### config.mk
export PLATFORM = sky130hd
export DESIGN_NAME = pc_seq_ctrl
export DESIGN_NICKNAME = d
export VERILOG_FILES = /design/src/rtl/mips_pkg.sv /design/src/rtl/pc_target_calc.sv /design/src/rtl/pc_seq_ctrl.sv
export SDC_FILE = /design/constraint.sdc
export NUM_CORES = 1
export LEC_CHECK = 0
export ABC_AREA = 1
export ABC_CLOCK_PERIOD_IN_PS = 3700
export CAP_MARGIN = 20
export CORE_MARGIN = 4
export CORE_UTILIZATION = 51
export DETAILED_ROUTE_END_ITERATION = 10
export GPL_ROUTABILITY_DRIVEN = 0
export PLACE_DENSITY = 0.83
export SYNTH_ARGS = -nofsm -noshare
export SYNTH_HDL_FRONTEND = slang
export SYNTH_SLANG_ARGS = --single-unit
### constraint.sdc
create_clock -name clock -period 3.7 [get_ports clock]
set_clock_uncertainty 0.15 [all_clocks]
set_input_delay 0.555 -clock clock [delete_from_list [all_inputs] [get_ports clock]]
set_output_delay 0.555 -clock clock [all_outputs]
set_load 0.05 [all_outputs]
### src/rtl/mips_pkg.sv
// Shared types and constants for the MIPS fetch-side control path.
// Holds the PC sequencer state encoding, reset PC and JR decode constants.
package mips_pkg;

  typedef enum logic [1:0] {
    ST_BOOT  = 2'd0,
    ST_RUN   = 2'd1,
    ST_FLUSH = 2'd2,
    ST_HALT  = 2'd3
  } pc_state_e;

  localparam logic [31:0] MIPS_RESET_PC = 32'h0000_0000;

  localparam logic [2:0] JR_OPCODE = 3'b000;
  localparam logic [5:0] JR_FUNC   = 6'b001000;

  // Signed word offset to byte displacement.
  function automatic logic [31:0] br_disp(
    input logic [15:0] off
  );
    return {{14{off[15]}}, off, 2'b00};
  endfunction

endpackage

### src/rtl/pc_target_calc.sv
// Redirect target mux: jr_req > jump_req > branch_taken, plus arithmetic.
// Ports: request flags, jr_addr/jump_index/branch_offset/link_addr in; target, valid out.
module pc_target_calc
  import mips_pkg::*;
(
  input  logic        jr_req,
  input  logic        jump_req,
  input  logic        branch_taken,
  input  logic [31:0] jr_addr,
  input  logic [25:0] jump_index,
  input  logic [15:0] branch_offset,
  input  logic [31:0] link_addr,
  output logic [31:0] target,
  output logic        valid
);

  logic [31:0] j_tgt;
  logic [31:0] b_tgt;

  assign j_tgt = {link_addr[31:28], jump_index, 2'b00};
  // Wraps mod 2^32 by construction.
  assign b_tgt = link_addr + br_disp(branch_offset);

  always_comb begin
    target = 32'h0;
    valid  = 1'b0;
    priority case (1'b1)
      jr_req: begin
        target = jr_addr;
        valid  = 1'b1;
      end
      jump_req: begin
        target = j_tgt;
        valid  = 1'b1;
      end
      branch_taken: begin
        target = b_tgt;
        valid  = 1'b1;
      end
      default: ;
    endcase
  end

endmodule

### src/rtl/pc_seq_ctrl.sv
// Fetch PC sequencer: owns fetch pc and decode pc shadow, takes redirects.
// Ports: clock/reset, imem_ready, stall, redirect requests in;
// pc, fetch_en, flush, dec_pc, link_addr, redirect out.
// Option PC_ALIGN_CHECK_EN: misaligned target halts and raises addr_err.
module pc_seq_ctrl
  import mips_pkg::*;
#(
  parameter logic [31:0] RESET_PC     = MIPS_RESET_PC,
  parameter int          FLUSH_CYCLES = 1
) (
  input  logic        clock,
  input  logic        reset,
  input  logic        imem_ready,
  input  logic        stall,
  input  logic        jr_req,
  input  logic        jump_req,
  input  logic        branch_taken,
  input  logic [31:0] jr_addr,
  input  logic [25:0] jump_index,
  input  logic [15:0] branch_offset,
  output logic [31:0] pc,
  output logic        fetch_en,
  output logic        flush,
  output logic [31:0] dec_pc,
  output logic [31:0] link_addr,
  output logic        redirect
`ifdef PC_ALIGN_CHECK_EN
  ,
  output logic        addr_err
`endif
);

  localparam logic [1:0] CNT_INIT = 2'(FLUSH_CYCLES - 1);

  pc_state_e   state_q, state_d;
  logic [31:0] pc_q, pc_d;
  logic [31:0] dec_pc_q, dec_pc_d;
  logic        dec_valid_q, dec_valid_d;
  logic [1:0]  cnt_q, cnt_d;

  logic [31:0] tgt_raw;
  logic [31:0] target;
  logic        tgt_valid;
  logic        req_ok;
  logic        fault;

  assign link_addr = dec_pc_q + 32'd4;

  pc_target_calc u_calc (
    .jr_req        (jr_req),
    .jump_req      (jump_req),
    .branch_taken  (branch_taken),
    .jr_addr       (jr_addr),
    .jump_index    (jump_index),
    .branch_offset (branch_offset),
    .link_addr     (link_addr),
    .target        (tgt_raw),
    .valid         (tgt_valid)
  );

  // Requests only count for a live decode slot in RUN; stall wins.
  assign req_ok = (state_q == ST_RUN) & dec_valid_q
                & ~stall & tgt_valid;

`ifdef PC_ALIGN_CHECK_EN
  assign target   = tgt_raw;
  assign fault    = req_ok & (|tgt_raw[1:0]);
  assign redirect = req_ok & ~(|tgt_raw[1:0]);
  assign addr_err = (state_q == ST_HALT);
`else
  assign target   = tgt_raw & ~32'h3;
  assign fault    = 1'b0;
  assign redirect = req_ok;
`endif

  always_comb begin
    state_d     = state_q;
    pc_d        = pc_q;
    dec_pc_d    = dec_pc_q;
    dec_valid_d = dec_valid_q;
    cnt_d       = cnt_q;
    fetch_en    = 1'b0;
    flush       = 1'b0;
    unique case (state_q)
      ST_BOOT: begin
        state_d = ST_RUN;
      end
      ST_RUN: begin
        fetch_en = 1'b1;
        if (redirect) begin
          // Same-cycle fetch is dropped: no pc+4.
          pc_d        = target;
          dec_valid_d = 1'b0;
          cnt_d       = CNT_INIT;
          state_d     = ST_FLUSH;
        end else if (fault) begin
          pc_d        = tgt_raw;
          dec_valid_d = 1'b0;
          state_d     = ST_HALT;
        end else if (!stall) begin
          if (imem_ready) begin
            pc_d        = pc_q + 32'd4;
            dec_pc_d    = pc_q;
            dec_valid_d = 1'b1;
          end else begin
            dec_valid_d = 1'b0;
          end
        end
      end
      ST_FLUSH: begin
        flush       = 1'b1;
        dec_valid_d = 1'b0;
        if (cnt_q == 2'd0) begin
          state_d = ST_RUN;
        end else begin
          cnt_d = cnt_q - 2'd1;
        end
      end
      ST_HALT: begin
        flush       = 1'b1;
        dec_valid_d = 1'b0;
      end
      default: begin
        state_d = ST_BOOT;
      end
    endcase
  end

  always_ff @(posedge clock or posedge reset) begin
    if (reset) begin
      state_q     <= ST_BOOT;
      pc_q        <= RESET_PC;
      dec_pc_q    <= RESET_PC;
      dec_valid_q <= 1'b0;
      cnt_q       <= 2'd0;
    end else begin
      state_q     <= state_d;
      pc_q        <= pc_d;
      dec_pc_q    <= dec_pc_d;
      dec_valid_q <= dec_valid_d;
      cnt_q       <= cnt_d;
    end
  end

  assign pc     = pc_q;
  assign dec_pc = dec_pc_q;

endmodule

# Word-level counts from Yosys, hierarchy flattened
# Cells that the tools add are included.
dict set report totals {
  ff_bits 69
  input_bits 81
  elab_cells 55
}
dict set report classes {
  add_sub_neg 4
  eq_ne 8
  n_mux 21
  bitwise_logic 5
  reduce_logical 12
}
# cell n
set ops {}
lappend ops {{32-bit two-way mux} 6}
lappend ops {{32-bit by 3-bit adder with 32-bit output (second input constant)} 2}
lappend ops {{32-bit adder} 1}
lappend ops {{3-bit AND reduction} 3}
lappend ops {{1-bit two-way mux} 8}
lappend ops {{2-bit two-way mux} 4}
lappend ops {{2-bit != test (second input constant)} 3}
lappend ops {{2-bit case mux with 3 select lines} 1}
lappend ops {{2-bit nonzero test} 3}
lappend ops {{2-bit equality test (second input constant)} 2}
lappend ops {{2-bit zero test} 2}
lappend ops {{2-bit case mux with 2 select lines} 1}
lappend ops {{4-bit AND reduction} 1}
lappend ops {{1-bit bitwise AND} 3}
lappend ops {{3-bit != test (second input constant)} 1}
lappend ops {{3-bit nonzero test} 1}
lappend ops {{2-bit by 1-bit equality test with 1-bit output (second input constant)} 1}
lappend ops {{2-bit by 1-bit != test with 1-bit output (second input constant)} 1}
lappend ops {{1-bit inverter} 2}
lappend ops {{1-bit case mux with 2 select lines} 1}
lappend ops {{2-bit AND reduction} 1}
lappend ops {{2-bit OR reduction} 1}
lappend ops {{2-bit by 1-bit subtractor with 2-bit output (second input constant)} 1}

# Longest topological paths before layout
dict set report depth {
  depth_word 6
  mapped_depth 28
  mapped_depth_nobuf 28
}

# Hierarchy
# A second synthesis with hierarchy kept.
dict set report unflattened {
  cells_unflattened 1185
  area_unflattened_um2 7228.2
}
# mod instances cells_each area_each_um2 seq_area_each_um2
set by_module_without_submodules {}
lappend by_module_without_submodules {pc_seq_ctrl 1 593 4292.9 1626.6}
lappend by_module_without_submodules {pc_target_calc 1 592 2935.3 0.0}

# Worst setup path after synthesis
# OpenSTA, ideal clock, no wires.
dict set report synth_timing {
  path_type {reg2reg}
  from {reg dec_pc_q[2], in the netlist dec_pc[2]}
  to {reg pc_q[30], in the netlist pc[30]}
  setup_ps 113
  arrival_ps 4042
  required_time_ps 3437
  setup_slack_ps -605
  path_stages_with_launch 24
  n_path_buf 0
  synth_period_minus_slack_ps 4305
  cell_sequence {dfrtp_1 > inv_1 > nor2_4 > nand2_2 > nor2_4 > nand4_2 > nor2_2 > nand2_2 > xnor2_1 > ha_1 > nand2_1 > inv_1 > nand2_1 > nand2_1 > nand2_1 > nand3_1 > a21oi_1 > nand3_1 > nand3_1 > nand2_1 > nand2_1 > nand2_1 > nand2_1 > inv_1}
}
dict set report synth_via {
  elab_chain_cells 6
}
# item line_no
set synth_lines {}
lappend synth_lines {{start: declaration} pc_seq_ctrl.sv:37} ;# logic [31:0] dec_pc_q, dec_pc_d;
lappend synth_lines {{start signal: assignment} pc_seq_ctrl.sv:139} ;# dec_pc_q <= dec_pc_d;
lappend synth_lines {{32-bit by 3-bit adder with 32-bit output} pc_seq_ctrl.sv:47} ;# assign link_addr = dec_pc_q + 32'd4;
lappend synth_lines {{named net link_addr[2]} pc_seq_ctrl.sv:25} ;# output logic [31:0] link_addr,
lappend synth_lines {{32-bit adder} pc_target_calc.sv:22} ;# assign b_tgt = link_addr + br_disp(branch_offset);
lappend synth_lines {{32-bit two-way mux (3 in series)} pc_target_calc.sv:27} ;# priority case (1'b1)
lappend synth_lines {{32-bit two-way mux} pc_seq_ctrl.sv:90} ;# if (redirect) begin
lappend synth_lines {{end signal: assignment} pc_seq_ctrl.sv:138} ;# pc_q <= pc_d;
lappend synth_lines {{end: declaration} pc_seq_ctrl.sv:36} ;# logic [31:0] pc_q, pc_d;
# The timed path passes the listed nets, and every way through them passes these cells.
# A chain may end at the register's enable or synchronous reset.

# Final worst setup path
dict set report layout_timing {
  from {reg dec_pc_q[2], in the netlist dec_pc[2]}
  to {out link_addr[16]}
}
dict set report layout_via {
  elab_chain_cells 1
}
# item line_no
set layout_lines {}
lappend layout_lines {{32-bit by 3-bit adder with 32-bit output} pc_seq_ctrl.sv:47}
lappend layout_lines {{end: declaration} pc_seq_ctrl.sv:25}
# Every way passes these cells.

==> reports/metrics.yaml <==
run_status:
  outcome: "finished, final reports clean"
sta:
  hold_viol_final: 0
  fin_crit_ns: 3.54
  setup_viol: 0
  maxSlewViolCount: 0
  holdWs_ns: 0.291
  fmax_ghz: 0.282
  worst_slew_pin_slew_ns: 0.757
  rsz0062_at_grt: "true"
  fin_ws_ns: 0.159
  relSlewSlack: 0.495
  post-route-period-util: 0.957
hold_path:
  hold_path_class: "in -> async"
worst_setup_path:
  cp-end-kind: "primary output"
  worstSetupPathType: "reg -> out"
  worstReg2RegStart: "dec_pc[2]"
  cp.arrival_ns: 2.84
  crit_path_end: "link_addr[16]"
  worstPathMaxFanout: 4
  reg2regPathDepth: 26
  cp-startpoint: "dec_pc[2]"
  start_kind: "flip-flop"
  rrSetupSlack_ns: 0.20
  r2r-end: "pc[30]"
  worstPathRequired_ns: 2.99
detailed_routing:
  avgRoutedWirePerCell_um: 16.7
  ant_nets: 0
  drtIter0Drc: 929
  firstDrtPassIters: 7
  drc: 0
  routed_wl_mm: 25.8
  viasPerCell: 5.55
  num_vias: 8598
floorplanning:
  die-area_mm2: 0.0160
  die_y_um: 126
  core_area_mm2: 0.0138
  ioPinCount: 180
  die_x_um: 126
  rows: 43
  initial_core_util: 0.518
clocking:
  numCtsBuffers: 9
  cts_sinks: 65
  hold_buffers: 0
  clk_latency_ns: 0.34
  clk_path_buf_depth: 2
  cts-root-buf: "clkbuf_16"
  cts.htree.levels: 3
  clkSlewWorstSetupHoldPaths_ns: 0.05
  cts_tree: "built"
global_route:
  grt.total_usage: 0.307
  grt_overflow_total: 0
  antenna_found_initial: 0
  grt_pass1_vias: 7767
  grt_pass1_wl_mm: 39.1
  grt_max_degree: 60
logic_synthesis:
  synth_cells: 1182
  synth_top_area_share: 0.227
  yosys_register_bits: 65
  syn_avg_cell_area_um2: 6.05
  syn-cell-area_mm2: 0.00716
  synth-main-ff-cell: "dfrtp_1"
  synthTopCellsByArea: "dfrtp_1, nand2_1, inv_1"
  synthArstFlopShare: 1.00
  synth_warnings: 0
  yosysTopAreaCell: "dfrtp_1"
  synth-edff-count: 0
  ys_seq_area_frac: 0.227
  ys_types: 51
placed_design:
  hpwl_mm: 20.4
  dpl.cell_count: 1531
  dpl_worst_slack_ns: 0.111
  port_buffers: 171
cells_and_area:
  mostFrequentLayoutCell: "nand2_1"
  layout_common_cells: "nand2_1, clkdlybuf4s50_1, inv_1"
  final_nets: 1483
  diodes: 0
  final_util: 0.702
  drive_above_1_share: 0.110
  stdcell_count: 1548
  area_growth_pct: 35.7
power_and_ir_drop:
  vdd_ir_drop_max_uv: 229
  finalPower_mw: 1.85
  power.leakage_nw: 4.69
  cellPowerDensity_mw_per_mm2: 190
flow_run:
  cap_violations: 0
[layer usage]
metal  share of wire  GRT usage  vias to the layer above
met5               0          0                        -
met4           0.039      0.112                        0
met3           0.087     0.0375                       80
met2            0.48      0.521                      460
met1            0.40      0.403                     3903
li1                -          -                     4155
[power by group]
| group | internal, mW | switching [mW] | total [mW] | leakage (nW) |
|---|---|---|---|---|
| Clock | 0.537 | 0.313 | 0.850 | 0.142 |
| Sequential | 0.711 | 0 | 0.711 | 0.842 |
| Combinational | 0.127 | 0.161 | 0.288 | 3.70 |
| Total | 1.38 | 0.474 | 1.85 | 4.69 |
[through the flow]
step	setup TNS [ns]	cell area, um^2
floorplan	-0.0195	7300
global placement	0	9290
detailed placement	0	9290
CTS	0	9590
global route	-0.0827	9710
finish	0	9710
[synthesized netlist by cell type (all sizes together) (4+ instances only)]
library cell,number
ha,38
nor3,20
nand3,67
or2,5
clkbuf,15
o211ai,5
inv,162
nand3b,7
xor2,20
o21ai,68
dfrtp,65
nand4,28
o22ai,5
a31oi,8
nand2,358
a22oi,4
nor2,171
xnor2,12
o21bai,6
a21oi,77
buf,20
[flip-flops by register name, summed over array words and instances (netlist names)]
name	flops
dec_pc	30
pc	30
cnt_q	2
state_q	2
dec_valid_q	1
[kinds of logic (layout without fill, tap and decap cells)]
group | after synthesis | after routing | share of synthesized area
other cells | 1 | 6 | 0.000524
flops | 65 | 65 | 0.227
mux | 1 | 1 | 0.00157
simple gates | 663 | 663 | 0.408
buf+inv | 197 | 378 | 0.110
fa+ha+maj | 39 | 39 | 0.0692
compound gates | 184 | 184 | 0.144
xor+xnor | 32 | 32 | 0.0392
[cell type report]
| type | instances | area, um^2 |
|---|---|---|
| Tap cell | 180 | 225 |
| Sequential cell | 65 | 1630 |
| Clock buffer | 11 | 243 |
| Multi-Input combinational cell | 925 | 5000 |
| Timing Repair Buffer | 200 | 1950 |
| Clock inverter | 5 | 55.1 |
| Inverter | 162 | 612 |
| Fill cell | 1204 | 4110 |
[critical path, cell delays in order (launching register included)]
cell and delay (ns):
dfrtp_2 0.42, ha_2 0.21, nand2_2 0.06, inv_2 0.08, nand2_2 0.07, nor2_4 0.12
nand4_1 0.11, nor3_2 0.22, buf_4 0.15, xor2_2 0.20, clkdlybuf4s50_1 0.84
[timing repair]
item                                    CTS  global route
buffers inserted                          0             1
endpoints found under the setup margin    0            11
resized for setup                         0            30
[worst min path at each step]
stage	start	to	slack, ns	cells after the start
6_report	reset	pc[27]	0.29	2
5_1_grt	reset	pc[27]	0.31	2
4_1_cts	reset	pc[27]	0.30	2
3_5_place_dp	dec_pc[3]	dec_pc[3]	0.37	2
3_3_place_gp	dec_pc[3]	dec_pc[3]	0.36	2
2_1_floorplan	state_q[0]	state_q[1]	0.35	2
No activity file was read; power rests on OpenSTA's default activity.
